File: src/rtl/encoder_arb.sv
// Registered priority / round-robin arbiter for single-cycle channel events.
// Events stay pending until their grant is consumed over a valid/ready handshake.
module encoder_arb #(
   parameter int N = 4,
   localparam int W = (N > 1) ? $clog2(N) : 1
) (
   input  logic         clk,
   input  logic         rst_n,
   input  logic [N-1:0] req,
   input  logic         mode,
   input  logic         out_ready,
   input  logic         drop_clr,
   output logic         out_valid,
   output logic [W-1:0] out_num,
   output logic [7:0]   drop_cnt
);

   logic [N-1:0] pending_q, pending_d;
   logic         outValid_q, outValid_d;
   logic [W-1:0] outNum_q, outNum_d;
   logic [W-1:0] ptr_q, ptr_d;
   logic [7:0]   dropCnt_q, dropCnt_d;

   logic         hs;
   logic         load;
   logic         dropEvent;
   logic [N-1:0] consumedMask;
   logic [N-1:0] cand;
   logic [W-1:0] ptrNext;
   logic [W-1:0] sel;
   logic         found;
   int           idx;

   // A request on the bit being consumed re-pends it, so set wins over clear.
   always_comb begin
      hs           = outValid_q & out_ready;
      load         = ~outValid_q | hs;
      consumedMask = hs ? (N'(1) << outNum_q) : '0;
      cand         = (pending_q & ~consumedMask) | req;
      pending_d    = cand;
      dropEvent    = |(req & pending_q & ~consumedMask);
      if (hs) begin
         ptrNext = (outNum_q == W'(N - 1)) ? '0 : outNum_q + 1'b1;
      end else begin
         ptrNext = ptr_q;
      end
   end

   // Scan from 0 in fixed mode, or from the rotating pointer in round-robin mode.
   always_comb begin
      sel   = '0;
      found = 1'b0;
      idx   = 0;
      for (int k = 0; k < N; k++) begin
         idx = mode ? (int'(ptrNext) + k) : k;
         if (idx >= N) begin
            idx = idx - N;
         end
         if (!found && cand[idx]) begin
            found = 1'b1;
            sel   = W'(idx);
         end
      end
   end

   always_comb begin
      outValid_d = outValid_q;
      outNum_d   = outNum_q;
      ptr_d      = hs ? ptrNext : ptr_q;
      dropCnt_d  = dropCnt_q;
      if (load) begin
         outValid_d = found;
         if (found) begin
            outNum_d = sel;
         end
      end
      if (drop_clr) begin
         dropCnt_d = '0;
      end else if (dropEvent && dropCnt_q != 8'hFF) begin
         dropCnt_d = dropCnt_q + 8'd1;
      end
   end

   always_ff @(posedge clk or negedge rst_n) begin
      if (!rst_n) begin
         pending_q  <= '0;
         outValid_q <= 1'b0;
         outNum_q   <= '0;
         ptr_q      <= '0;
         dropCnt_q  <= '0;
      end else begin
         pending_q  <= pending_d;
         outValid_q <= outValid_d;
         outNum_q   <= outNum_d;
         ptr_q      <= ptr_d;
         dropCnt_q  <= dropCnt_d;
      end
   end

   assign out_valid = outValid_q;
   assign out_num   = outNum_q;
   assign drop_cnt  = dropCnt_q;

endmodule

File: config.mk
export PLATFORM = sky130hd
export DESIGN_NAME = encoder_arb
export DESIGN_NICKNAME = d
export VERILOG_FILES = /design/src/rtl/encoder_arb.sv
export SDC_FILE = /design/constraint.sdc
export NUM_CORES = 1
export LEC_CHECK = 0
export BUFFER_PORTS_ARGS = -buffer_cell sky130_fd_sc_hd__buf_2
export CELL_PAD_IN_SITES_DETAIL_PLACEMENT = 1
export CELL_PAD_IN_SITES_GLOBAL_PLACEMENT = 2
export CORE_UTILIZATION = 34
export CTS_CLUSTER_SIZE = 25
export DETAILED_ROUTE_END_ITERATION = 10
export PLACE_DENSITY = 0.78
export REMOVE_ABC_BUFFERS = 1
export SYNTH_ARGS = -nofsm -noshare
export SYNTH_HDL_FRONTEND = slang
export SYNTH_SLANG_ARGS = --single-unit
File: constraint.sdc
create_clock -name clk -period 2.3 [get_ports clk]
set_input_delay 0.345 -clock clk [delete_from_list [all_inputs] [get_ports clk]]
set_output_delay 0.345 -clock clk [all_outputs]
set_load 0.01 [all_outputs]
==> metrics.csv, run 1 <==
metric;value;unit
status;completed;
max-slew violation count;0;
M3 GR Usage;0.0256;
DRC viols;0;
Starting Density;0.367;
post-layout util;0.428;
leakage power total;0.590;nW
initial drt markers;27;
crit path DAT;2380;ps
Detail Route Antenna Nets;0;
total power per unit cell area;850;nW/um2
Seq/Total Area, Yosys;0.367;
WP data required;2530;ps
fmax;464;MHz
Worst slew margin;0.667;
gr ovfl total;0;
Async SR Flop Fraction;1.00;
CTS H-tree depth;1;
Root Buffer;clkbuf_4;
crit share post-route;0.936;
hold_sp;req[3];
setup violators final;0;
area delta synth->final;16.4;%
Ys Warns;0;
Reg-to-Reg Start;out_num[0]$_DFFE_PN0P_;
Inserted Clock Buffers;3;
R2R setup slack;150;ps
GRT busiest layer;met2;
worst-path fanout max;5;
Max Clock Skew;0.724;ps
gpl congestion;0.810;
first-pass GRT wire length;4610;um
GR Layer Usage met2;0.314;
RSZ-0062 raised after global routing;false;
clock-pin slew on the worst setup and hold paths;110;ps
maxcap violations;0;
Fin Setup TNS;0;ps
met1 Usage GRT;0.208;
final hold vios;0;
Avg Cell Area, Syn;9.58;um2
unique cell type count in the Yosys netlist;45;
commonest cells after routing, fill and taps aside;buf_2 (19), dfrtp_1 (16), nand3_1 (14);
vias per cell;5.38;
Worst-Skew Late Latency;300;ps
Tmin final;2150;ps
fin nets;157;
vias in the first global route;1000;
Die Wd;60.4;um
Mapped Area;1160;um2
diode count;0;
IO Port Bufs;19;
Die H;60.4;um
CTS tree;yes;
initial antenna violation count;0;
site row count;20;
aggregate global-route resource usage;0.176;
CP Launch Type;flop;
Post-synth EDFFs;0;
Worst IR Drop VDD;407;uV
CP Capture Type;flop;
Max Buffers Root-to-Sink;2;
Yosys reg bits;17;
DR WL/cell;15.7;um
crit path kind;reg -> reg;
share of layout cells above drive strength 1;0.268;
largest net degree at the start of global routing;18;
io pins;20;
clock sink total;17;
Pre-antenna DRT Iters;4;
Die ar.;3650;um2
hold depth;3;
Reg-to-Reg End;out_num[1]$_DFFE_PN0P_;
Least-Margin Pin Slew;493;ps
most common cell after layout, fill and taps aside;buf_2;
vias;1000;
Endpoint, Worst Hold;pending_q[3]$_DFF_PN0_;
Post-DP HPWL;2240;um
Hold Path Class;in -> reg;
Worst Reg-to-Reg Cells;7;
final wirelength;2920;um
core area;3150;um2
Syn Inst Count;121;
Main synth FF type;dfrtp_1;
==> metrics by stage <==
stage / std cells / cell area (um2) / setup WS [ps] / hold slack (ps) / total power, mW
6_report: 186 / 1350 / 147 / 314 / 1.15
5_1_grt: 186 / 1350 / 7.76 / 327 / 1.23
4_1_cts: 185 / 1320 / 84.5 / 313 / 1.11
3_5_place_dp: 180 / 1280 / 109 / 299 / 0.930
3_3_place_gp: 180 / 1280 / 141 / 299 / 0.916
2_1_floorplan: 117 / 1130 / 199 / 49.4 / 0.773
==> registers in the layout, indices dropped and copies added, names as in the netlist <==
| name | flops |
|---|---|
| drop_cnt | 8 |
| out_num | 2 |
| out_valid | 1 |
| pending_q | 4 |
| ptr_q | 2 |
==> what timing repair did <==
item                       CTS  global route
hold endpoints to repair    17             0
hold buffers                 1             0
gates resized for setup      0             5
setup endpoints to repair    0             2
setup buffers                0             1
==> layout make-up <==
cell class / instances / area (um2)
Fill cell: 391 / 1800
Multi-Input combinational cell: 92 / 697
Timing Repair Buffer: 21 / 113
Sequential cell: 17 / 427
Inverter: 8 / 30.0
Tap cell: 44 / 55.1
Clock buffer: 3 / 22.5
Clock inverter: 1 / 5.00
==> Yosys cell counts, drive strengths merged, types with 2 or more instances <==
| master | count | area [um2] |
|---|---|---|
| or2 | 2 | 12.5 |
| nor2b | 3 | 18.8 |
| nand3 | 14 | 70.1 |
| o21a | 2 | 22.5 |
| a21boi | 2 | 15.0 |
| mux2 | 2 | 22.5 |
| xor2 | 3 | 26.3 |
| o211ai | 3 | 22.5 |
| dfrtp | 17 | 425 |
| a211o | 2 | 17.5 |
| and3 | 2 | 17.5 |
| inv | 8 | 30.0 |
| a21oi | 6 | 41.3 |
| mux2i | 7 | 70.1 |
| nand2 | 7 | 26.3 |
| ha | 5 | 62.6 |
| o21ai | 2 | 13.8 |
| or4 | 4 | 30.0 |
| buf | 3 | 27.5 |
| nor2 | 9 | 33.8 |
==> cells by family after synthesis <==
group | count (synthesis) | synth area share
xor gates and xnor gates | 3 | 0.0227
DFF | 17 | 0.367
adders and majority gates | 5 | 0.0540
buffers and inverters | 12 | 0.0529
muxes | 9 | 0.0799
AOI/OAI and AO/OA | 26 | 0.189
and+or+nand+nor | 49 | 0.234
==> critical path, cell delays in order, from the launching register on <==
cell	delay, ps
dfrtp_1	430
ha_1	230
and4bb_1	230
or2_1	310
o32ai_2	400
a21oi_1	90
a211o_1	240
a31oi_1	150
==> worst max-delay path by stage <==
stage                           startpoint                      to  cells after the start
floorplan           out_num[0]$_DFFE_PN0P_  out_num[0]$_DFFE_PN0P_                      8
global placement    out_num[1]$_DFFE_PN0P_  out_num[0]$_DFFE_PN0P_                      8
detailed placement  out_num[0]$_DFFE_PN0P_  out_num[0]$_DFFE_PN0P_                      8
CTS                 out_num[0]$_DFFE_PN0P_  out_num[0]$_DFFE_PN0P_                      8
global route        out_num[0]$_DFFE_PN0P_  out_num[1]$_DFFE_PN0P_                      7
finish              out_num[0]$_DFFE_PN0P_  out_num[1]$_DFFE_PN0P_                      7
==> where the power goes <==
| group | internal (mW) | leakage, nW | switching, mW |
|---|---|---|---|
| Combinational | 0.249 | 0.369 | 0.305 |
| Clock | 0.0650 | 0.0177 | 0.111 |
| Sequential | 0.359 | 0.203 | 0.0570 |
| Total | 0.672 | 0.590 | 0.474 |
==> routing by layer <==
| layer | wire [um] | vias to the layer above |
|---|---|---|
| li1 | - | 486 |
| met1 | 1360 | 494 |
| met2 | 1440 | 18 |
| met3 | 103 | 2 |
| met4 | 21 | 0 |
| met5 | 0 | - |
No activity file was read; power rests on OpenSTA's default activity.
==> run 2: changes to the inputs <==
==> config.mk (replaced) <==
export PLATFORM = sky130hd
export DESIGN_NAME = encoder_arb
export DESIGN_NICKNAME = d
export VERILOG_FILES = /design/src/rtl/encoder_arb.sv
export SDC_FILE = /design/constraint.sdc
export NUM_CORES = 1
export LEC_CHECK = 0
export CELL_PAD_IN_SITES_DETAIL_PLACEMENT = 1
export CELL_PAD_IN_SITES_GLOBAL_PLACEMENT = 2
export CORE_UTILIZATION = 38
export CTS_CLUSTER_SIZE = 25
export DETAILED_ROUTE_END_ITERATION = 10
export DONT_BUFFER_PORTS = 1
export PLACE_DENSITY = 0.77
export REMOVE_ABC_BUFFERS = 1
export SYNTH_ARGS = -nofsm -noshare
export SYNTH_HDL_FRONTEND = slang
export SYNTH_SLANG_ARGS = --single-unit
==> run 2 against run 1 <==
Net effect:
- the run now ends with design-rule violations left
- clock power shrank 8%
- fmax decreased by 1.9%
- final cell count fell by 15%
- sequential cell count stayed put
- highest routed layer unchanged
- die area down 10%
- first-iteration DRC count rose by 78%
- sequential power barely moved
- via count decreased by 5.3%
==> metrics.csv, run 2 (synthesis results as in run 1) <==
metric;value;unit
core area;2830;um2
clock-pin slew on the worst setup and hold paths;100;ps
Non-Filler Instances;158;
Worst-Skew Late Latency;290;ps
Post-DP HPWL;2300;um
hold depth;1;
maxcap violations;0;
CP Launch Type;flop;
failing checks;design-rule violations;
IO Port Bufs;0;
first-pass GRT wire length;4910;um
Worst slew margin;0.470;
R2R setup slack;100;ps
Die ar.;3270;um2
Reg-to-Reg Start;out_num[1]$_DFFE_PN0P_;
status;finished, violations left;
register area;428;um2
Endpoint, Worst Hold;drop_cnt[1]$_DFFE_PN0P_;
Reg-to-Reg End;out_num[0]$_DFFE_PN0P_;
gr ovfl total;0;
initial antenna violation count;0;
Max Buffers Root-to-Sink;2;
vias in the first global route;985;
Fin Setup TNS;0;ps
vias;947;
Tmin final;2200;ps
top sig layer;met4;
clock sink total;17;
Starting Density;0.410;
crit path kind;reg -> reg;
setup violators final;0;
Detail Route Antenna Nets;0;
fin nets;142;
CP Capture Type;flop;
DRC viols;4;
io pins;20;
commonest cells after routing, fill and taps aside;dfrtp_1 (15), nand3_1 (14), nor2_1 (9);
largest net degree at the start of global routing;18;
worst-path fanout max;5;
Least-Margin Pin Slew;792;ps
CTS H-tree depth;1;
crit share post-route;0.954;
post-layout util;0.443;
share of layout cells above drive strength 1;0.181;
metal1 wirelength;1500;um
Inserted Clock Buffers;3;
diode count;0;
Worst IR Drop VDD;325;uV
CTS tree;yes;
area delta synth->final;8.21;%
hold_sp;drop_clr;
Root Buffer;clkbuf_4;
gpl congestion;0.902;
fmax;456;MHz
Die Wd;57.2;um
Worst Reg-to-Reg Cells;8;
max reg flops;8;
DR WL/cell;18.6;um
vias per cell;5.99;
crit path DAT;2420;ps
WP data required;2520;ps
final wirelength;2930;um
Max Clock Skew;2.70;ps
metal3 WL;136;um
Die H;57.2;um
dpl cells;150;
Hold Path Class;in -> reg;
max-slew violation count;0;
area of the multi-input gates;683;um2
site row count;19;
aggregate global-route resource usage;0.197;
most common cell after layout, fill and taps aside;dfrtp_1;
Pwr Total;1.12;mW
met2 wire length;1280;um
total power per unit cell area;895;nW/um2
final hold vios;0;
Pre-antenna DRT Iters;10;
initial drt markers;48;
RSZ-0062 raised after global routing;false;
Layout fillers;329;
leakage power total;0.519;nW
run 2: cell count changes in the layout (fill, tap and decap cells not counted), sizes merged:
cell	before	now
buf	20	5
clkbuf	3	4
clkinv	1	0
run 2: report_power, final:
group / switching [mW] / total, mW / internal, mW
registers: 0.0599 / 0.419 / 0.359
clock network: 0.0948 / 0.162 / 0.0673
logic: 0.296 / 0.541 / 0.245
total: 0.451 / 1.12 / 0.671
run 2: per-stage QoR:
| step | hold slack [ps] | setup slack [ps] | instance area, um2 |
|---|---|---|---|
| 3_3_place_gp | 49.8 | 141 | 1180 |
| 6_report | 106 | 105 | 1250 |
| 2_1_floorplan | 49.4 | 199 | 1130 |
| 5_1_grt | 87.1 | 13.0 | 1250 |
| 3_5_place_dp | 49.8 | 48.1 | 1180 |
| 4_1_cts | 98.5 | 25.8 | 1220 |
run 2: timing repair:
item,in CTS,in global routing
resized for setup,0,6
setup endpoints to repair,0,2
endpoints found under the hold margin,17,0
hold buffers,1,0
setup buffers,0,3
run 2: final cells by class:
| class | count | area share |
|---|---|---|
| clock buffers | 4 | 0.0210 |
| repair buffers | 6 | 0.0379 |
| inverters | 8 | 0.0240 |
| multi-input cells | 92 | 0.545 |
| well taps | 31 | 0.0309 |
| flip-flops and latches | 17 | 0.341 |
run 2: worst max-delay path by stage:
stage,start,end,slack [ps],cells past startpoint
5_1_grt,out_num[0]$_DFFE_PN0P_,out_num[0]$_DFFE_PN0P_,10,8
6_report,out_num[1]$_DFFE_PN0P_,out_num[0]$_DFFE_PN0P_,100,8
3_5_place_dp,out_num[0]$_DFFE_PN0P_,out_num[0]$_DFFE_PN0P_,50,8
4_1_cts,out_num[0]$_DFFE_PN0P_,out_num[0]$_DFFE_PN0P_,30,8
2_1_floorplan,out_num[0]$_DFFE_PN0P_,out_num[0]$_DFFE_PN0P_,200,8
3_3_place_gp,out_num[0]$_DFFE_PN0P_,out_num[0]$_DFFE_PN0P_,140,8
run 2: critical path, cell delays in order, from the launching register on:
cell      delay (ps)
dfrtp_1          420
inv_1             90
ha_1             300
and3_4           210
o21a_4           170
mux2i_1          210
mux2i_1          110
or4_1            520
nand3b_1          90
run 2: per-layer routing:
metal / track usage / vias to the layer above
met4: 0.0209 / 0
met1: 0.295 / 462
met2: 0.296 / 23
met3: 0.0499 / 2
met5: 0 / -
li1: - / 460
==> run 3: changes to the inputs <==
--- a/config.mk
+++ b/config.mk
@@ -7,11 +7,12 @@
 export LEC_CHECK = 0
 export CELL_PAD_IN_SITES_DETAIL_PLACEMENT = 1
 export CELL_PAD_IN_SITES_GLOBAL_PLACEMENT = 2
-export CORE_UTILIZATION = 38
+export CORE_UTILIZATION = 41
 export CTS_CLUSTER_SIZE = 25
 export DETAILED_ROUTE_END_ITERATION = 10
 export DONT_BUFFER_PORTS = 1
-export PLACE_DENSITY = 0.77
+export MAX_ROUTING_LAYER = met4
+export PLACE_DENSITY = 0.82
 export REMOVE_ABC_BUFFERS = 1
 export SYNTH_ARGS = -nofsm -noshare
 export SYNTH_HDL_FRONTEND = slang
==> constraint.sdc (replaced) <==
create_clock -name clk -period 2.8 [get_ports clk]
set_input_delay 0.42 -clock clk [delete_from_list [all_inputs] [get_ports clk]]
set_output_delay 0.42 -clock clk [all_outputs]
set_load 0.01 [all_outputs]
==> run 3 against run 2 <==
Net effect:
- the flow now finishes without violations
- final cell count down 3.8%
- clock skew about the same
- via count up 0.74%
- hold slack better by 68 ps
- fmax down 6.4%
- largest power group unchanged
- clock-buffer cell count unchanged
- first-iteration DRC count down 77%
- sequential power down 14%
==> metrics.csv, run 3 (synthesis results as in run 1) <==
metric;value;unit
Die Wd;55.2;um
core area;2570;um2
CP Launch Type;flop;
io pins;20;
diode count;0;
gpl congestion;0.910;
WP data required;3030;ps
IO Port Bufs;0;
crit path kind;reg -> reg;
crit share post-route;0.837;
max reg flops;8;
site row count;18;
post-cts resize count;0;
max-slew violation count;0;
Post-CTS Hold Fix Bufs;1;
Worst slew margin;0.456;
CP delay by family, top;simple AND/OR/NAND/NOR gates;
share of layout cells above drive strength 1;0.107;
aggregate global-route resource usage;0.226;
vias per cell;6.28;
RSZ-0062 raised after global routing;false;
area delta synth->final;3.67;%
final instance area;1200;um2
worst-path fanout max;6;
Hold Path Class;in -> reg;
final hold vios;0;
fmax;427;MHz
Least-Margin Pin Slew;814;ps
DR WL/cell;19.5;um
maxcap violations;0;
gr ovfl total;0;
Fin Setup TNS;0;ps
placed cell areas;1160;um2
Detail Route Antenna Nets;0;
clock sink total;17;
largest net degree at the start of global routing;18;
critical path cell sequence;inv_1 -> ha_1 -> and3_4 -> o21a_4 -> mux2i_1 -> mux2i_1 -> or4_1 -> nand3b_1;
slowest CP cell;or4_1;
Layout fillers;305;
Pre-antenna DRT Iters;4;
Worst Path Buf+Inv;1;
Max Buffers Root-to-Sink;2;
Post-DP HPWL;2260;um
Worst path max stage delay;530;ps
commonest cells after routing, fill and taps aside;dfrtp_1 (17), nand3_1 (14), nor2_1 (9);
CTS tree;yes;
status;completed;
CTS H-tree depth;1;
setup violators final;0;
crit path DAT;2580;ps
most used cell, CP;mux2i_1;
vias;954;
initial antenna violation count;0;
Worst IR Drop VDD;365;uV
hold slack final;174;ps
leakage power total;0.496;nW
Tmin final;2340;ps
vias in the first global route;961;
fin nets;137;
total power per unit cell area;729;nW/um2
Inserted Clock Buffers;3;
final wirelength;2960;um
Max Clock Skew;2.81;ps
post-CTS setup buffer count;0;
Root Buffer;clkbuf_4;
Starting Density;0.451;
DRC viols;0;
clock-pin slew on the worst setup and hold paths;110;ps
CP Capture Type;flop;
Worst-Skew Late Latency;290;ps
first-pass GRT wire length;4600;um
Die H;55.2;um
initial drt markers;11;
Die ar.;3040;um2
most common cell after layout, fill and taps aside;dfrtp_1;
[run 3: cell types whose count changed in the layout (fill, tap and decap cells not counted), sizes merged]
cell,previous run,this run
buf,5,0
[run 3: cell type report]
class	count	area [um2]	area share
Tap cell	30	37.5	0.0313
Clock buffer	4	26.3	0.0219
Multi-Input combinational cell	92	672	0.559
Inverter	8	30.0	0.0250
Timing Repair Buffer	1	10.0	0.00833
Sequential cell	17	425	0.354
[run 3: where the power goes]
group | total (mW) | switching [mW] | internal, mW
Combinational | 0.377 | 0.216 | 0.161
Clock | 0.139 | 0.0832 | 0.0554
Sequential | 0.360 | 0.0665 | 0.293
[run 3: layer usage]
layer	track usage	share of wire	vias up
li1	-	-	448
met4	0.0500	0.0044	0
met5	-	0	-
met3	0.0410	0.035	2
met2	0.347	0.45	19
met1	0.309	0.51	485
[run 3: path summary, 6_finish.rpt]
kind	start	end	slack, ps	depth (start not counted)
max	out_num[0]$_DFFE_PN0P_	out_num[0]$_DFFE_PN0P_	460	8
min	drop_clr	drop_cnt[2]$_DFFE_PN0P_	170	1
max reg2reg	out_num[0]$_DFFE_PN0P_	out_num[0]$_DFFE_PN0P_	460	8
min reg2reg	pending_q[3]$_DFF_PN0_	pending_q[3]$_DFF_PN0_	610	2
max in group asynchronous	rst_n	out_valid$_DFFE_PN0P_	1650	1
min in group asynchronous	rst_n	drop_cnt[3]$_DFFE_PN0P_	650	1
[run 3: through the flow]
step | util | cells | setup WS (ps) | power [mW]
final | 0.468 | 152 | 456 | 0.875
after CTS | 0.468 | 152 | 463 | 0.879
after floorplan | - | 117 | 699 | 0.635
after global routing | 0.468 | 152 | 306 | 0.933
after global placement | 0.454 | 147 | 605 | 0.711
after detailed placement | 0.454 | 147 | 505 | 0.730
